==> config.mk <==
export PLATFORM = sky130hd
export DESIGN_NAME = round_timer_ctrl
export DESIGN_NICKNAME = d
export VERILOG_FILES = /design/src/rtl/round_timer_ctrl.sv
export SDC_FILE = /design/constraint.sdc
export NUM_CORES = 1
export LEC_CHECK = 0
export ABC_AREA = 0
export BUFFER_PORTS_ARGS = -buffer_cell sky130_fd_sc_hd__buf_2
export CORE_AREA = 2 2 74 76
export CTS_BUF_LIST = sky130_fd_sc_hd__clkbuf_2 sky130_fd_sc_hd__clkbuf_4 sky130_fd_sc_hd__clkbuf_8
export CTS_CLUSTER_DIAMETER = 80
export DETAILED_ROUTE_END_ITERATION = 8
export DIE_AREA = 0 0 76 78
export PLACE_DENSITY_LB_ADDON = 0.15
export SYNTH_ARGS = -nofsm -noshare
export SYNTH_HDL_FRONTEND = slang
export SYNTH_SLANG_ARGS = --single-unit
export TNS_END_PERCENT = 50
==> constraint.sdc <==
create_clock -name clk -period 2.7 [get_ports clk]
set_clock_uncertainty 0.15 [all_clocks]
set_input_delay 0.54 -clock clk [delete_from_list [all_inputs] [get_ports clk]]
set_output_delay 0.54 -clock clk [all_outputs]
set_load 0.01 [all_outputs]
==> src/rtl/round_timer_ctrl.sv <==
// Round clock sequencer for an external up/down Counter: prescales clk to ticks, issues incs, detects expiry/knockout.
// Latency: every output is registered; an inc code appears 1 cycle after the prescaler wrap, and expiry 1 cycle after count_in reaches ROUND_LEN.
// No backpressure: start/pause/ko are level inputs sampled every cycle. Optional low-time blink is enabled by ROUND_TIMER_WARN_EN.
module round_timer_ctrl #(
    parameter int W         = 7,
    parameter int TICK_DIV  = 25_000_000,
    parameter int ROUND_LEN = 99,
    parameter int WARN_LEN  = 10
) (
    input  logic         clk,
    input  logic         rst,
    input  logic         start,
    input  logic         pause,
    input  logic         ko,
    input  logic [W-1:0] count_in,
    output logic [1:0]   cnt_ctrl,
    output logic [W-1:0] time_left,
    output logic         running,
    output logic         round_over,
    output logic         expired,
    output logic         warn
);

    typedef enum logic [2:0] {
        S_IDLE,
        S_CLEAR,
        S_RUN,
        S_PAUSED,
        S_DONE
    } state_t;

    // Counter control codes
    localparam logic [1:0] CTRL_HOLD  = 2'b00;
    localparam logic [1:0] CTRL_INC   = 2'b01;
    localparam logic [1:0] CTRL_CLEAR = 2'b11;

    localparam int              PW       = (TICK_DIV > 1) ? $clog2(TICK_DIV) : 1;
    localparam logic [PW-1:0]   PRE_LAST = PW'(TICK_DIV - 1);
    localparam logic [W-1:0]    RLEN     = W'(ROUND_LEN);

    // Reject parameter sets that would let a second inc slip in before expiry,
    // or a round length the Counter cannot represent.
    if (TICK_DIV < 3 || ROUND_LEN < 1 || ROUND_LEN >= (1 << W) || WARN_LEN < 0) begin : g_param_check
        $error("round_timer_ctrl: illegal parameter set");
    end

    state_t        state;
    state_t        state_nxt;
    logic [PW-1:0] presc;
    logic          pre_wrap;
    logic          at_limit;
    logic          run_adv;
    logic [W-1:0]  time_calc;

    logic [1:0]    ctrl_nxt;
    logic          expired_nxt;
    logic          running_nxt;
    logic          over_nxt;

    assign pre_wrap  = (presc == PRE_LAST);
    // A foreign count beyond the round length counts as expiry too.
    assign at_limit  = (count_in >= RLEN);
    // The round clock only advances in RUN when nothing stops it this cycle.
    assign run_adv   = (state == S_RUN) && !ko && !at_limit && !pause;
    assign time_calc = at_limit ? '0 : (RLEN - count_in);

    // State register
    always_ff @(posedge clk) begin
        if (rst) begin
            state <= S_IDLE;
        end else begin
            state <= state_nxt;
        end
    end

    // Next-state logic: ko beats expiry beats pause
    always_comb begin
        state_nxt = state;
        case (state)
            S_IDLE:   if (start) state_nxt = S_CLEAR;
            S_CLEAR:  state_nxt = S_RUN;
            S_RUN: begin
                if (ko || at_limit) begin
                    state_nxt = S_DONE;
                end else if (pause) begin
                    state_nxt = S_PAUSED;
                end
            end
            S_PAUSED: begin
                if (ko) begin
                    state_nxt = S_DONE;
                end else if (!pause) begin
                    state_nxt = S_RUN;
                end
            end
            S_DONE:   if (start) state_nxt = S_CLEAR;
            default:  state_nxt = S_IDLE;
        endcase
    end

    // Output logic: next values of the registered outputs
    always_comb begin
        ctrl_nxt    = CTRL_HOLD;
        expired_nxt = 1'b0;
        running_nxt = (state_nxt == S_RUN);
        over_nxt    = (state_nxt == S_DONE);
        case (state)
            S_IDLE, S_DONE: begin
                if (start) ctrl_nxt = CTRL_CLEAR;
            end
            S_RUN: begin
                if (run_adv && pre_wrap) ctrl_nxt = CTRL_INC;
                // Knockout suppresses the timeout flag even when both coincide.
                if (!ko && at_limit) expired_nxt = 1'b1;
            end
            default: ctrl_nxt = CTRL_HOLD;
        endcase
    end

    // Output registers, aligned with the state register
    always_ff @(posedge clk) begin
        if (rst) begin
            cnt_ctrl   <= CTRL_HOLD;
            running    <= 1'b0;
            round_over <= 1'b0;
            expired    <= 1'b0;
        end else begin
            cnt_ctrl   <= ctrl_nxt;
            running    <= running_nxt;
            round_over <= over_nxt;
            expired    <= expired_nxt;
        end
    end

    // Prescaler: cleared in CLEAR, counts only while the round clock advances
    always_ff @(posedge clk) begin
        if (rst) begin
            presc <= '0;
        end else if (state == S_CLEAR) begin
            presc <= '0;
        end else if (run_adv) begin
            presc <= pre_wrap ? '0 : (presc + PW'(1));
        end
    end

    // Time left tracks the Counter every cycle, frozen once the round is over
    always_ff @(posedge clk) begin
        if (rst) begin
            time_left <= RLEN;
        end else if (state != S_DONE) begin
            time_left <= time_calc;
        end
    end

`ifdef ROUND_TIMER_WARN_EN
    localparam logic [PW-1:0] PRE_HALF = PW'(TICK_DIV / 2 - 1);
    localparam logic [W-1:0]  WLEN     = W'(WARN_LEN);

    // Low-time blink: toggles at each prescaler half-period, holds while paused
    always_ff @(posedge clk) begin
        if (rst) begin
            warn <= 1'b0;
        end else if (state_nxt != S_RUN && state_nxt != S_PAUSED) begin
            warn <= 1'b0;
        end else if (run_adv && (time_left <= WLEN) && (presc == PRE_HALF || pre_wrap)) begin
            warn <= ~warn;
        end
    end
`else
    assign warn = 1'b0;
`endif

endmodule

**After elaboration in Yosys (flattened, before gate mapping)**

Cells that the tools add are included.

- Register bits: 40
- Bits in latches: 0
- RAM bits: 0
- Memory bits (read-only): 0
- Bits of input ports: 12
- Output and inout bits: 13
- Word-level logic and storage cells: 44
- Memories: 0

- Add/sub/neg operators: 2
- Multiply operators: 0
- Div/mod/pow operators: 0
- $lt $le $gt $ge: 1
- Equal/unequal tests: 8
- Shift operators: 0
- Muxes and demuxes: 12
- Bitwise logic cells: 1
- Reductions and logical operators: 13

Operator list:

| kind | count |
|---|---|
| 25-bit by 1-bit adder with 25-bit output, second input constant | 1 |
| 25-bit == test, second input constant | 1 |
| 25-bit 2-to-1 mux | 1 |
| 3-bit 2-to-1 mux | 5 |
| 3-bit one-hot mux with 4 select lines | 1 |
| 3-bit by 2-bit == test with 1-bit output, second input constant | 3 |
| 7-bit >= comparator, second input constant | 1 |
| 7-bit 2-to-1 mux | 1 |
| 7-bit subtractor, first input constant | 1 |
| 3-bit == test, second input constant | 2 |
| 2-bit OR reduction | 3 |
| 1-bit logical AND | 5 |
| 2-bit one-hot mux with 2 select lines | 1 |
| 3-bit by 1-bit == test with 1-bit output, second input constant | 1 |
| 1-bit logical NOT | 3 |
| 3-bit logical NOT | 1 |
| 3-bit inequality test, second input constant | 1 |
| 1-bit 2-to-1 mux | 2 |
| 2-bit 2-to-1 mux | 1 |
| 1-bit logical OR | 1 |
| 1-bit inverter | 1 |

**Depth between registers and ports, before layout**

- Depth after elaboration: 7
- Depth in mapped cells: 9
- Gate-level depth less buffers: 7

**Worst setup path after synthesis**

No wires, ideal clock.

- Path kind: input to register
- From: in count_in[2]
- To: reg running
- Setup time: 0.060 ns
- Arrival: 1.826 ns
- Data required time: 2.490 ns
- Path slack: 0.664 ns
- Stages: 8
- Path buffers: 1
- Cells stage by stage: inv_1 > ha_1 > nand3_1 > a21oi_1 > clkbuf_1 > nand2_1 > a32oi_1 > and2_1

- Longest elaborated chain between the ends: 5

RTL lines:

| element | line | RTL |
|---|---|---|
| start, declared | 15 | `input logic [W-1:0] count_in,` |
| 7-bit >= comparator | 62 | `assign at_limit = (count_in >= RLEN);` |
| 1-bit logical OR | 83 | `if (ko \|\| at_limit) begin` |
| 3-bit 2-to-1 mux | 83 |  |
| 3-bit one-hot mux with 4 select lines | 79 | `case (state)` |
| 3-bit by 2-bit == test with 1-bit output | 105 | `running_nxt = (state_nxt == S_RUN);` |
| end signal, assigned | 129 | `running <= running_nxt;` |
| end, declared | 18 | `output logic running,` |

No other way between the ends.
A chain may end at the register's enable or synchronous reset.

**Worst setup path after layout**

- From: reg state[1]
- To: reg presc[14]

- Longest elaborated chain between the ends: 4
- Elaborated cells on any way between the ends: 6
- Classes of those cells: 2 x eq/ne; 4 x reduce/logical

RTL lines:

| element | line | RTL |
|---|---|---|
| start, declared | 47 | `state_t state;` |
| start signal, assigned | 72 | `state <= state_nxt;` |
| 3-bit by 2-bit == test with 1-bit output | 64 | `assign run_adv = (state == S_RUN) && !ko && !at_limit && !pause;` |
| 1-bit logical AND (3 in a row) | 64 |  |
| end signal, assigned | 142 | `presc <= pre_wrap ? '0 : (presc + PW'(1));` |
| end, declared | 49 | `logic [PW-1:0] presc;` |

Parallel ways exist; a longest one is shown, timed or not.

==> reports/metrics.yaml <==
initial_core_util: 0.376
cts_tree: "yes"
syn-num-nets: 228
htreeDepth: 2
min_from: "count_in[1]"
clk_latency_ps: 290
reg2reg_slack_ps: 620
synth_cell_types: 40
num_rows: 26
synth_top_area_frac: 0.422
core-area_um2: 5040
die_w_um: 76
min_path_type: "in2reg"
drt_wl_total_mm: 3.65
p_seq_frac: 0.539
worstSetupEndpointType: "register"
crit_fanout: 25
diodes: 0
ant_nets: 0
critPathBufInv: 1
clkTransAtPathRegs_ps: 70
post-synth-top-count-cell: "dfxtp_1"
combPwrFrac: 0.091
dp_hpwl_mm: 2.66
max_freq_mhz: 481
area_growth_pct: 14.4
clock-sinks: 40
ios: 25
io_buffer_count: 23
wl_per_cell_um: 11.9
crit_family: "simple AND/OR/NAND/NOR gates"
crit_type: "reg2reg"
synth-seq-cells: 40
min_delay_worst_endpoint: "time_left[1]"
status: "finished, final reports clean"
setup.worst_path.start_class: "register"
dieHeight_um: 78
drv_slew: 0
grt_usage: 0.133
yosys_warnings: 0
synth_area_um2: 1900
critPathMaxStageDelay_ps: 460
sw_frac_of_total: 0.235
grt_pass1_wl_mm: 6.36
cts_resized: 0
worst_ir_drop_vdd_mv: 0.241
finalSetupViolations: 0
synthCells: 214
cts-root-buf: "clkbuf_8"
hold_viol: 0
synth_edf_count: 0
placed_area_um2: 2070
vias_per_cell: 4.88
gp_congestion: 0.771
min_path_cells: 2
synth_area_leaders: "dfxtp_1 42%, xnor2_1 12%, nor2_1 6.9%"
r2r-start: "state[1]"
grt-ovfl-total: 0
leakagePower_nw: 0.761
drive_above_1_share: 0.193
p_sw_uw: 269
internal_power_uw: 875
die_area_um2: 5930
grt_max_degree: 26
crit_chain: "nor3b_4 > nand4_4 > nor2_2 > a21bo_1 > buf_4 > nor2_1"
ys_seq_area_frac: 0.422
power-per-cell-area_nw_per_um2: 526
rsz0062_at_grt: "no"
synth_ff_type: "dfxtp_1"
drc: 0
clock_path_buffers: 2
async_flop_share: 0
first_global_vias: 1419
synth_common_cells: "40 x dfxtp_1, 35 x nor2_1, 25 x xnor2_1, 13 x nand2_1, 11 x nor3_1"
vias: 1502
post_cts.repair.setup_buffers: 0
worstPathArrival_ps: 2100
r2r-end: "presc[14]"
r2r_cells: 6
yosysTopAreaCell: "dfxtp_1"
slowest_stage: "dfxtp_1"
fin_area_um2: 2170
numCtsBuffers: 5
initialDrtViolationCount: 59
grt_antenna_before_repair: 0
maxCapViolCount: 0
clkPwrFrac: 0.369
nets: 251
post-route-min-period_ps: 2080
avgSynthCellArea_um2: 8.87
min_period_over_period: 0.770
worst_ep_required_time_ps: 2720
cts_hold_buf: 0
first_pass_iters: 4
tns_ps: 0
[through the flow]
| stage | hold slack (ps) | worst slack, ps | util | cells | total power [mW] |
|---|---|---|---|---|---|
| floorplan | 316 | 664 | - | 214 | 0.700 |
| global placement | 291 | 431 | 0.411 | 300 | 0.737 |
| detailed placement | 303 | 408 | 0.411 | 300 | 0.736 |
| CTS | 297 | 607 | 0.431 | 308 | 1.16 |
| global route | 296 | 451 | 0.431 | 308 | 1.20 |
| finish | 302 | 622 | 0.431 | 308 | 1.14 |
[registers in the layout (all words and copies together), names as in the netlist]
signal      count
cnt_ctrl        2
expired         1
state           3
running         1
round_over      1
presc          25
time_left       7
[power by group through the flow]
stage	Combinational, mW	Sequential (mW)	Clock, mW
after detailed placement	0.106	0.630	0
after CTS	0.106	0.616	0.439
after global placement	0.107	0.630	0
final	0.104	0.617	0.422
after global routing	0.117	0.618	0.461
after floorplan	0.0679	0.632	0
[cell type report]
type | count | area [µm²]
multi-input cells | 157 | 1020
inverters | 6 | 22.5
clock buffers | 8 | 97.6
flip-flops and latches | 40 | 801
repair buffers | 27 | 145
well taps | 70 | 87.6
fillers | 522 | 2870
[logic make-up (layout without fill, tap and decap cells)]
kind of cell / Yosys count / in the layout / synth area share
AND/OR/NAND/NOR: 104 / 104 / 0.316
adder cells (fa/ha/maj): 2 / 2 / 0.0132
AO/OA/AOI/OAI: 24 / 24 / 0.0831
XOR/XNOR: 26 / 26 / 0.120
buffers and inverters: 17 / 41 / 0.0435
flip-flops: 40 / 40 / 0.422
other: 1 / 1 / 0.00198
[worst max-delay path by stage]
stage | from | endpoint | cells past startpoint
floorplan | count_in[2] | running | 8
global placement | count_in[2] | presc[13] | 9
detailed placement | count_in[2] | presc[19] | 9
CTS | state[1] | presc[14] | 6
global route | state[1] | presc[4] | 6
finish | state[1] | presc[14] | 6
[per-layer routing]
| metal | up-vias | track usage | wire [µm] |
|---|---|---|---|
| met5 | - | 0 | 0 |
| met4 | 0 | 0.0600 | 67 |
| met3 | 6 | 0.0349 | 120 |
| met2 | 17 | 0.223 | 1630 |
| met1 | 685 | 0.162 | 1840 |
| li1 | 794 | - | - |
[placed cells by master (no fill, tap or decap), drive strengths merged, types with 2 or more instances in the layout]
cell type / netlist / layout
nand3: 7 / 7
buf: 7 / 27
o21ai: 2 / 2
nand2: 13 / 13
a21oi: 10 / 10
nand4: 6 / 6
inv: 6 / 6
o31ai: 3 / 3
nor4: 7 / 7
nor4b: 9 / 9
and2: 3 / 3
nor2: 36 / 36
dfxtp: 40 / 40
clkbuf: 4 / 8
and3: 3 / 3
nor3: 12 / 12
nor3b: 5 / 5
and4: 3 / 3
xnor2: 25 / 25
ha: 2 / 2
Power figures use the tool's default switching activity.
